--- config.mk ---
export PLATFORM = sky130hd
export DESIGN_NAME = ov7670_capture_flat
export DESIGN_NICKNAME = d
export VERILOG_FILES = /design/src/rtl/ov7670_capture_if.sv /design/src/rtl/ov7670_capture.sv /design/src/flat_wrapper.sv
export SDC_FILE = /design/constraint.sdc
export NUM_CORES = 1
export LEC_CHECK = 0
export BUFFER_PORTS_ARGS = -buffer_cell sky130_fd_sc_hd__buf_2
export CORE_UTILIZATION = 35
export CTS_CLUSTER_SIZE = 24
export DETAILED_ROUTE_END_ITERATION = 7
export GPL_TIMING_DRIVEN = 0
export HOLD_SLACK_MARGIN = 0.05
export PLACE_DENSITY = 0.52
export SETUP_SLACK_MARGIN = 0.5
export SLEW_MARGIN = 20
export SYNTH_ARGS = -nofsm -noshare
export SYNTH_HDL_FRONTEND = slang
export SYNTH_SLANG_ARGS = --single-unit
--- constraint.sdc ---
create_clock -name pclk -period 2.3 [get_ports pclk]
set_input_delay 0.115 -clock pclk [delete_from_list [all_inputs] [get_ports pclk]]
set_output_delay 0.115 -clock pclk [all_outputs]
set_load 0.02 [all_outputs]
--- src/rtl/ov7670_capture_if.sv ---
// ---------------------------------------------------------------------------
// ov7670_capture_if
//
// Frame-buffer write port that the OV7670 capture block drives.
//
//   frame_addr   [ADDR_W-1:0]  linear pixel write address
//   frame_pixel  [11:0]        write data {R[3:0], G[3:0], B[3:0]}
//   frame_we                   write enable, one cycle per pixel
//   frame_done                 one-cycle pulse at the end of a frame that
//                              wrote at least one pixel
//
// Modports:
//   master - the capture block (drives every signal)
//   slave  - the frame buffer / observer (samples every signal)
//
// ADDR_W must match the ADDR_W of the ov7670_capture instance it connects to.
// ---------------------------------------------------------------------------
interface ov7670_capture_if #(
    parameter int ADDR_W = 19
);
    logic [ADDR_W-1:0] frame_addr;
    logic [11:0]       frame_pixel;
    logic              frame_we;
    logic              frame_done;

    modport master (
        output frame_addr,
        output frame_pixel,
        output frame_we,
        output frame_done
    );

    modport slave (
        input frame_addr,
        input frame_pixel,
        input frame_we,
        input frame_done
    );
endinterface

--- src/rtl/ov7670_capture.sv ---
// ---------------------------------------------------------------------------
// ov7670_capture
//
// Captures RGB444 pixels from the OV7670 parallel bus and writes them into
// the frame buffer (the writer side of the buffer the VGA scan-out reads).
// Everything runs on the rising edge of the camera pixel clock.
//
// Two bytes form one 12-bit pixel: the low nibble of the first byte is R,
// the second byte is {G, B}. Pixels are written to a linear address that
// restarts at 0 every frame; writes at or beyond MAX_PIXELS are dropped.
//
// Parameters:
//   MAX_PIXELS  frame buffer depth in pixels (default 640x480)
//   ADDR_W      width of frame_addr
//
// Ports:
//   pclk       camera pixel clock
//   reset_n    asynchronous active-low reset
//   cam_vsync  camera vertical sync (high = between frames)
//   cam_href   camera line valid (high = cam_data valid)
//   cam_data   camera byte bus
//   fb         frame-buffer write port (ov7670_capture_if.master):
//              frame_addr, frame_pixel, frame_we, frame_done
//
// Build option:
//   CAPTURE_HALF_RATE_EN  when defined, only every second frame is written
//                         (the first frame after reset is skipped). Skipped
//                         frames are still parsed, so phase and counter
//                         behave identically; only frame_we / frame_done
//                         are held low.
// ---------------------------------------------------------------------------
module ov7670_capture #(
    parameter int MAX_PIXELS = 307200,
    parameter int ADDR_W     = 19
) (
    input  logic                pclk,
    input  logic                reset_n,
    input  logic                cam_vsync,
    input  logic                cam_href,
    input  logic [7:0]          cam_data,
    ov7670_capture_if.master    fb
);

    // One extra bit so the counter can hold MAX_PIXELS even when it equals
    // 2**ADDR_W.
    localparam int CNT_W = ADDR_W + 1;
    localparam logic [CNT_W-1:0] MAX_CNT = CNT_W'(MAX_PIXELS);

    typedef enum logic [1:0] {
        IDLE   = 2'd0,
        SYNC   = 2'd1,
        ACTIVE = 2'd2
    } state_t;

    state_t           state;

    // Registered camera inputs; every control decision uses these copies.
    logic             vs_q;
    logic             hr_q;
    logic [7:0]       d_q;

    logic             phase;      // 0: expecting R byte, 1: expecting GB byte
    logic [3:0]       red_q;      // R nibble held between the two bytes
    logic [CNT_W-1:0] pix_cnt;    // pixels issued in the current frame

    // Gate for frame_we / frame_done. Constant 1 in the default build.
    logic             wr_allow;

`ifdef CAPTURE_HALF_RATE_EN
    // Set for the frames that must not be written; it flips on every
    // SYNC->ACTIVE transition, so the first frame after reset is skipped.
    logic             frame_skip;

    always_ff @(posedge pclk or negedge reset_n) begin
        if (!reset_n) begin
            frame_skip <= 1'b0;
        end else if (state == SYNC && !vs_q) begin
            frame_skip <= ~frame_skip;
        end
    end

    assign wr_allow = ~frame_skip;
`else
    assign wr_allow = 1'b1;
`endif

    // -----------------------------------------------------------------------
    // Input stage
    // -----------------------------------------------------------------------
    always_ff @(posedge pclk or negedge reset_n) begin
        if (!reset_n) begin
            vs_q <= 1'b0;
            hr_q <= 1'b0;
            d_q  <= '0;
        end else begin
            vs_q <= cam_vsync;
            hr_q <= cam_href;
            d_q  <= cam_data;
        end
    end

    // -----------------------------------------------------------------------
    // Capture state machine with registered outputs
    // -----------------------------------------------------------------------
    always_ff @(posedge pclk or negedge reset_n) begin
        if (!reset_n) begin
            state          <= IDLE;
            phase          <= 1'b0;
            red_q          <= '0;
            pix_cnt        <= '0;
            fb.frame_addr  <= '0;
            fb.frame_pixel <= '0;
            fb.frame_we    <= 1'b0;
            fb.frame_done  <= 1'b0;
        end else begin
            // Strobes are single-cycle unless re-asserted below.
            fb.frame_we   <= 1'b0;
            fb.frame_done <= 1'b0;

            case (state)
                // Wait for a vsync high period so a frame already in progress
                // at reset release is never captured.
                IDLE: begin
                    phase   <= 1'b0;
                    pix_cnt <= '0;
                    if (vs_q) begin
                        state <= SYNC;
                    end
                end

                SYNC: begin
                    phase   <= 1'b0;
                    pix_cnt <= '0;
                    if (!vs_q) begin
                        state <= ACTIVE;
                    end
                end

                ACTIVE: begin
                    if (vs_q) begin
                        // vsync outranks href: drop any pending half-pixel.
                        state         <= SYNC;
                        phase         <= 1'b0;
                        fb.frame_done <= (pix_cnt != '0) && wr_allow;
                    end else if (hr_q) begin
                        if (!phase) begin
                            red_q <= d_q[3:0];
                            phase <= 1'b1;
                        end else begin
                            phase <= 1'b0;
                            // At the buffer limit the counter holds and the
                            // write is suppressed; it never wraps mid-frame.
                            if (pix_cnt != MAX_CNT) begin
                                pix_cnt <= pix_cnt + 1'b1;
                                if (wr_allow) begin
                                    fb.frame_we    <= 1'b1;
                                    fb.frame_addr  <= pix_cnt[ADDR_W-1:0];
                                    fb.frame_pixel <= {red_q, d_q};
                                end
                            end
                        end
                    end else begin
                        // Line gap: a trailing odd byte is discarded.
                        phase <= 1'b0;
                    end
                end

                default: begin
                    state <= IDLE;
                    phase <= 1'b0;
                end
            endcase
        end
    end

endmodule

--- src/flat_wrapper.sv ---
// flat-port wrapper written by rule: the top's interface ports become plain ports
module ov7670_capture_flat 
#(
    parameter int MAX_PIXELS = 307200,
    parameter int ADDR_W     = 19
)
  (pclk, reset_n, cam_vsync, cam_href, cam_data, fb_frame_addr, fb_frame_pixel, fb_frame_we, fb_frame_done);
  ov7670_capture_if #(.ADDR_W(ADDR_W)) fb_i ();
  input  logic pclk;
  input  logic reset_n;
  input  logic cam_vsync;
  input  logic cam_href;
  input  logic [7:0] cam_data;
  output wire logic [$bits(fb_i.frame_addr)-1:0] fb_frame_addr;
  output wire logic [$bits(fb_i.frame_pixel)-1:0] fb_frame_pixel;
  output wire logic [$bits(fb_i.frame_we)-1:0] fb_frame_we;
  output wire logic [$bits(fb_i.frame_done)-1:0] fb_frame_done;
  assign fb_frame_addr = fb_i.frame_addr;
  assign fb_frame_pixel = fb_i.frame_pixel;
  assign fb_frame_we = fb_i.frame_we;
  assign fb_frame_done = fb_i.frame_done;
  ov7670_capture #(.MAX_PIXELS(MAX_PIXELS), .ADDR_W(ADDR_W)) u_core (.pclk(pclk), .reset_n(reset_n), .cam_vsync(cam_vsync), .cam_href(cam_href), .cam_data(cam_data), .fb(fb_i));
endmodule
Yosys cells after proc, flatten, opt, wreduce, memory -nomap -nowiden:

Index checks and enable logic that the tools add are counted.

* flip-flop bits (word level): 70
* bits of input ports: 12
* output and inout bits: 33
* logic and storage cells: 51

* $add $sub $neg: 1
* equal/unequal tests: 9
* mux-type cells: 19
* bitwise gates (word level): 2
* reductions and logical operators: 9

Operator list (count)
* $mux W20: 4
* $pmux W20 S2: 1
* $add A20 B1 Y20 const B: 1
* $ne A20 B19 Y1 const B: 1
* $reduce_bool A20 Y1: 1
* $mux W1: 11
* $reduce_and A5 Y1: 2
* $ne A2 B1 Y1 const B: 4
* $mux W2: 2
* $ne A2 B2 Y1 const B: 2
* $pmux W2 S2: 1
* $reduce_and A4 Y1: 1
* $reduce_or A2 Y1: 2
* $eq A2 B1 Y1 const B: 1
* $eq A2 B2 Y1 const B: 1
* $logic_not A2 Y1: 1
* $not A1 Y1: 2
* $reduce_and A2 Y1: 1
* $reduce_bool A2 Y1: 1

Depth between registers and ports, before layout:

* word-level depth: 6
* depth in mapped cells: 9
* gate-level depth less buffers: 7

Worst setup path before layout:

No wires, ideal clock.

* kind: register to register
* start point: reg u_core.pix_cnt[0]
* end point: reg u_core.fb.frame_addr[10]
* library setup time: 0.128 ns
* data arrival time: 1.898 ns
* setup slack: 0.275 ns
* stages on the path, launching flop included: 10
* buffers on the path: 2
* period minus slack after synthesis: 2.025 ns
* cells stage by stage: dfrtp_1 -> inv_1 -> ha_1 -> nor4b_1 -> nand4_1 -> o21ai_2 -> or2_1 -> buf_4 -> buf_6 -> mux2_1

* cells in the longest elaborated chain, start to end: 2

RTL lines
* start, declared: line ov7670_capture.sv:64 `logic [CNT_W-1:0] pix_cnt;`
* start signal, assigned: line ov7670_capture.sv:154 `pix_cnt <= pix_cnt + 1'b1;`
* $ne A20 B19 Y1: line ov7670_capture.sv:153 `if (pix_cnt != MAX_CNT) begin`
* $reduce_and A5 Y1 (no line)
* end signal, assigned: line ov7670_capture.sv:157 `fb.frame_addr <= pix_cnt[ADDR_W-1:0];`
* end, declared: line ov7670_capture_if.sv:27 `output frame_addr,`

Every way passes these cells.
A chain may end at the register's enable or synchronous reset.

Final worst setup path:

* start point: reg u_core.pix_cnt[0]
* end point: reg u_core.fb.frame_pixel[0]

* cells in the longest elaborated chain, start to end: 2

RTL lines
* $ne A20 B19 Y1: line ov7670_capture.sv:153
* $reduce_and A5 Y1 (no line)
* end signal, assigned: line ov7670_capture.sv:158 `fb.frame_pixel <= {red_q, d_q};`
* end, declared: line ov7670_capture_if.sv:28 `output frame_pixel,`

Every way passes these cells.

==> run_results.csv <==
group,metric,value,unit
pwr,sw_frac_of_total,22.3,%
global_routing,track_usage,15.1,%
worst_hold_path,min_path_type,"input port to async pin",
finish,area_delta_synth_final,41.2,%
timing,rsz0062_at_grt,"yes",
synth,synth_cell_type_count,38,
drt,vias,2070,
floorplanning,die_h,92.9,µm
pwr,power.internal,1940,µW
cts,cts_tree,"done",
drt,drtIter0Drc,69,
floorplanning,ioPinCount,45,
timing,relSlewSlack,67.1,%
setup_path,start_kind,"register",
synth,synth-simple-area-share,15.0,%
synth,avgSynthCellArea,12.7,µm²
pwr,powerDensity,612,nW/µm²
synth,yosysWarnings,0,
global_routing,grt_max_degree,46,
synth,synth-xor-area-share,2.12,%
pwr,leakage,0.00206,µW
run,max_cap_violations,0,
cts,cts-root-buf,"clkbuf_8",
finish,instances_no_fill,417,
global_routing,antenna_found_initial,0,
cts,cts_num_sinks,70,
global_routing,grt_pass1_vias,2017,
synth,ys.flop_type,"dfrtp_1",
cts,clk_pin_slew,0.08,ns
placed_design,place_congestion,0.785,
drt,avgViaCountPerCell,4.96,
cts,numCtsBuffers,9,
timing,fin_skew,0.00858,ns
timing,drv_slew,0,
placed_design,dp.cells,374,
placed_design,port_buffers,44,
global_routing,grt_pass1_wl,9930,µm
setup_path,path_max_fanout,5,
synth,synth_top_family_by_area,"simple AND/OR/NAND/NOR gates",
setup_path,reg2reg_depth,10,
synth,synth_nets,241,
synth,synthMuxAreaShare,14.3,%
global_routing,grt-ovfl-total,0,
synth,synth_adder_area_share,0.866,%
pwr,pwr-share-clk,43.4,%
floorplanning,core,7850,µm²
drt,drc,0,
timing,setup-tns-final,0,ns
synth,syn_area,2890,µm²
drt,wirelength,6160,µm
drt,dr.pass1.iters,4,
cts,clock_path_buffers,2,
synth,yosysSeqAreaShare,60.6,%
timing,tightest_slew,0.494,ns
placed_design,place_hpwl,3710,µm
finish,drive_gt1_share,44.1,%
outcome,status,"finished, final reports clean",
synth,syn_inst,227,
synth,ys_ff_latch,70,
setup_path,arrival,2.35,ns
setup_path,endpoint_kind,"register",
floorplanning,rows,32,
floorplanning,die_area,8620,µm²
timing,hold_ws,0.229,ns
synth,synth_edf_count,0,
pwr,switching_power,556,µW
floorplanning,die_w,92.9,µm
pwr,seqPwrFrac,51.6,%
timing,fin_crit,2.12,ns
setup_path,cp_data_required_time,2.53,ns
synth,synthArstFlopShare,100,%
floorplanning,floorplan.initialDensity,36.8,%
timing,period_share,92.2,%
synth,synth_compound_area_share,3.85,%
timing,setup_viol,0,
finish,fin_nets,324,
setup_path,crit_type,"register to register",
cts,clkLatencyLatePin,0.33,ns
drt,antenna_left,0,
timing,fmax,472,MHz
drt,wire_per_inst,14.8,µm
timing,hold_viol_final,0,
cts,cts_max_level,3,
pwr,share_comb_of_total_power,5.1,%
finish,antennaDiodeCount,0,
pwr,ir_worst_vdd,0.000428,V
flip-flops by register name, summed over array words and instances (netlist names):
register               flops
u_core.d_q                 8
u_core.fb.frame_addr      19
u_core.fb.frame_done       1
u_core.fb.frame_pixel     12
u_core.fb.frame_we         1
u_core.hr_q                1
u_core.phase               1
u_core.pix_cnt            20
u_core.red_q               4
u_core.state               2
u_core.vs_q                1
cell type report:
class                   count  area (µm²)
repair buffers             72         574
fillers                   722        3770
clock buffers               9         124
well taps                 102         128
plain buffers              10         108
multi-input cells         142        1270
inverters                   5        18.8
flip-flops and latches     70        1760
clock inverters             7        97.6
cell usage in the layout, fill, tap and decap left out, types with 2 or more instances in the layout:
cell,n
a21oi_1,4
and3_1,3
buf_12,2
buf_16,2
buf_2,43
buf_4,8
buf_6,7
buf_8,4
bufinv_16,2
clkbuf_1,2
clkbuf_16,2
clkbuf_8,9
clkinvlp_4,2
dfrtp_1,65
dfrtp_2,5
dlygate4sd3_1,11
inv_1,2
inv_2,3
mux2_1,5
mux2_4,29
mux2i_1,2
nand2_1,12
nand2b_1,6
nand3_1,13
nand3_2,2
nand4_1,8
nor2_1,11
nor4_4,2
nor4b_4,2
o211ai_1,2
o21ai_0,5
o21ai_1,2
o21ai_2,2
o31ai_1,2
or4_1,4
xnor2_1,2
xor2_1,4
synth_stat cells, types with 2 or more instances:
cell type  instances  area [µm²]
nand3_1           15        75.1
buf_6              3        33.8
or4_1              5        37.5
o211ai_1           2        15.0
nand2b_1           6        37.5
clkbuf_1           3        11.3
dfrtp_1           70        1750
buf_4              3        22.5
nand2_1           12        45.0
o31ai_1            2        15.0
mux2_1            34         383
o21ai_0            8        40.0
a21oi_1            5        25.0
and3_1             3        18.8
nor2_1            13        48.8
xnor2_1            3        26.3
mux2i_1            2        20.0
nor4_1             4        25.0
nand4_1            8        50.1
inv_1              4        15.0
ha_1               2        25.0
xor2_1             4        35.0
logic make-up (layout without fill, tap and decap cells):
logic type,Yosys count,after routing
compound gates,19,19
xor+xnor,7,7
flops,70,70
buf+inv,15,103
simple gates,77,77
mux,37,37
fa+ha+maj,2,2
critical path: stages, from the launching register on:
cell	delay [ns]
dfrtp_2	0.42
inv_2	0.08
ha_4	0.12
nor4b_4	0.17
nand4_1	0.20
o21ai_2	0.19
or2_1	0.15
buf_6	0.12
buf_6	0.13
clkbuf_16	0.15
mux2_4	0.29
worst paths after layout:
kind / startpoint / end / slack, ns
worst max-delay path: u_core.pix_cnt[0]$_DFFE_PN0P_ / u_core.fb.frame_pixel[0]$_DFFE_PN0P_ / 0.18
max in group asynchronous: reset_n / u_core.vs_q$_DFF_PN0_ / 1.53
min in group pclk: cam_data[6] / u_core.d_q[6]$_DFF_PN0_ / 0.41
worst max register to register: u_core.pix_cnt[0]$_DFFE_PN0P_ / u_core.fb.frame_pixel[0]$_DFFE_PN0P_ / 0.18
worst min-delay path: reset_n / u_core.pix_cnt[19]$_DFFE_PN0P_ / 0.23
worst min register to register: u_core.d_q[6]$_DFF_PN0_ / u_core.fb.frame_pixel[6]$_DFFE_PN0P_ / 0.49
metrics by stage:
step	utilization, %	cell area (µm²)	power (µW)	worst slack, ns
after floorplan	-	2900	1350	0.378
after global placement	41.4	3250	1410	0.0826
after detailed placement	41.8	3280	1420	0.0468
after CTS	47.6	3730	2540	0.150
after global routing	52.0	4080	2610	0.0195
final	52.0	4080	2500	0.180
metal layers:
layer / GRT usage, % / part of all wire (%)
met4: 6.15 / 1.2
met2: 23.6 / 48
met3: 4.68 / 3.6
met1: 19.4 / 47
met5: 0 / 0
power groups by stage:
stage / Combinational [µW] / Sequential (µW) / Clock, µW
final: 126 / 1290 / 1080
after global routing: 142 / 1290 / 1170
after CTS: 122 / 1290 / 1130
after detailed placement: 105 / 1310 / 0
after global placement: 96.3 / 1310 / 0
after floorplan: 40.6 / 1310 / 0
repair_timing:
action,in CTS,in global routing
gates cloned,1,2
hold buffers,11,0
endpoints found under the hold margin,80,0
resized for setup,16,60
endpoints found under the setup margin,46,43
buffers inserted,5,8
pin swaps,4,10
(Power assumes the default switching activity.)
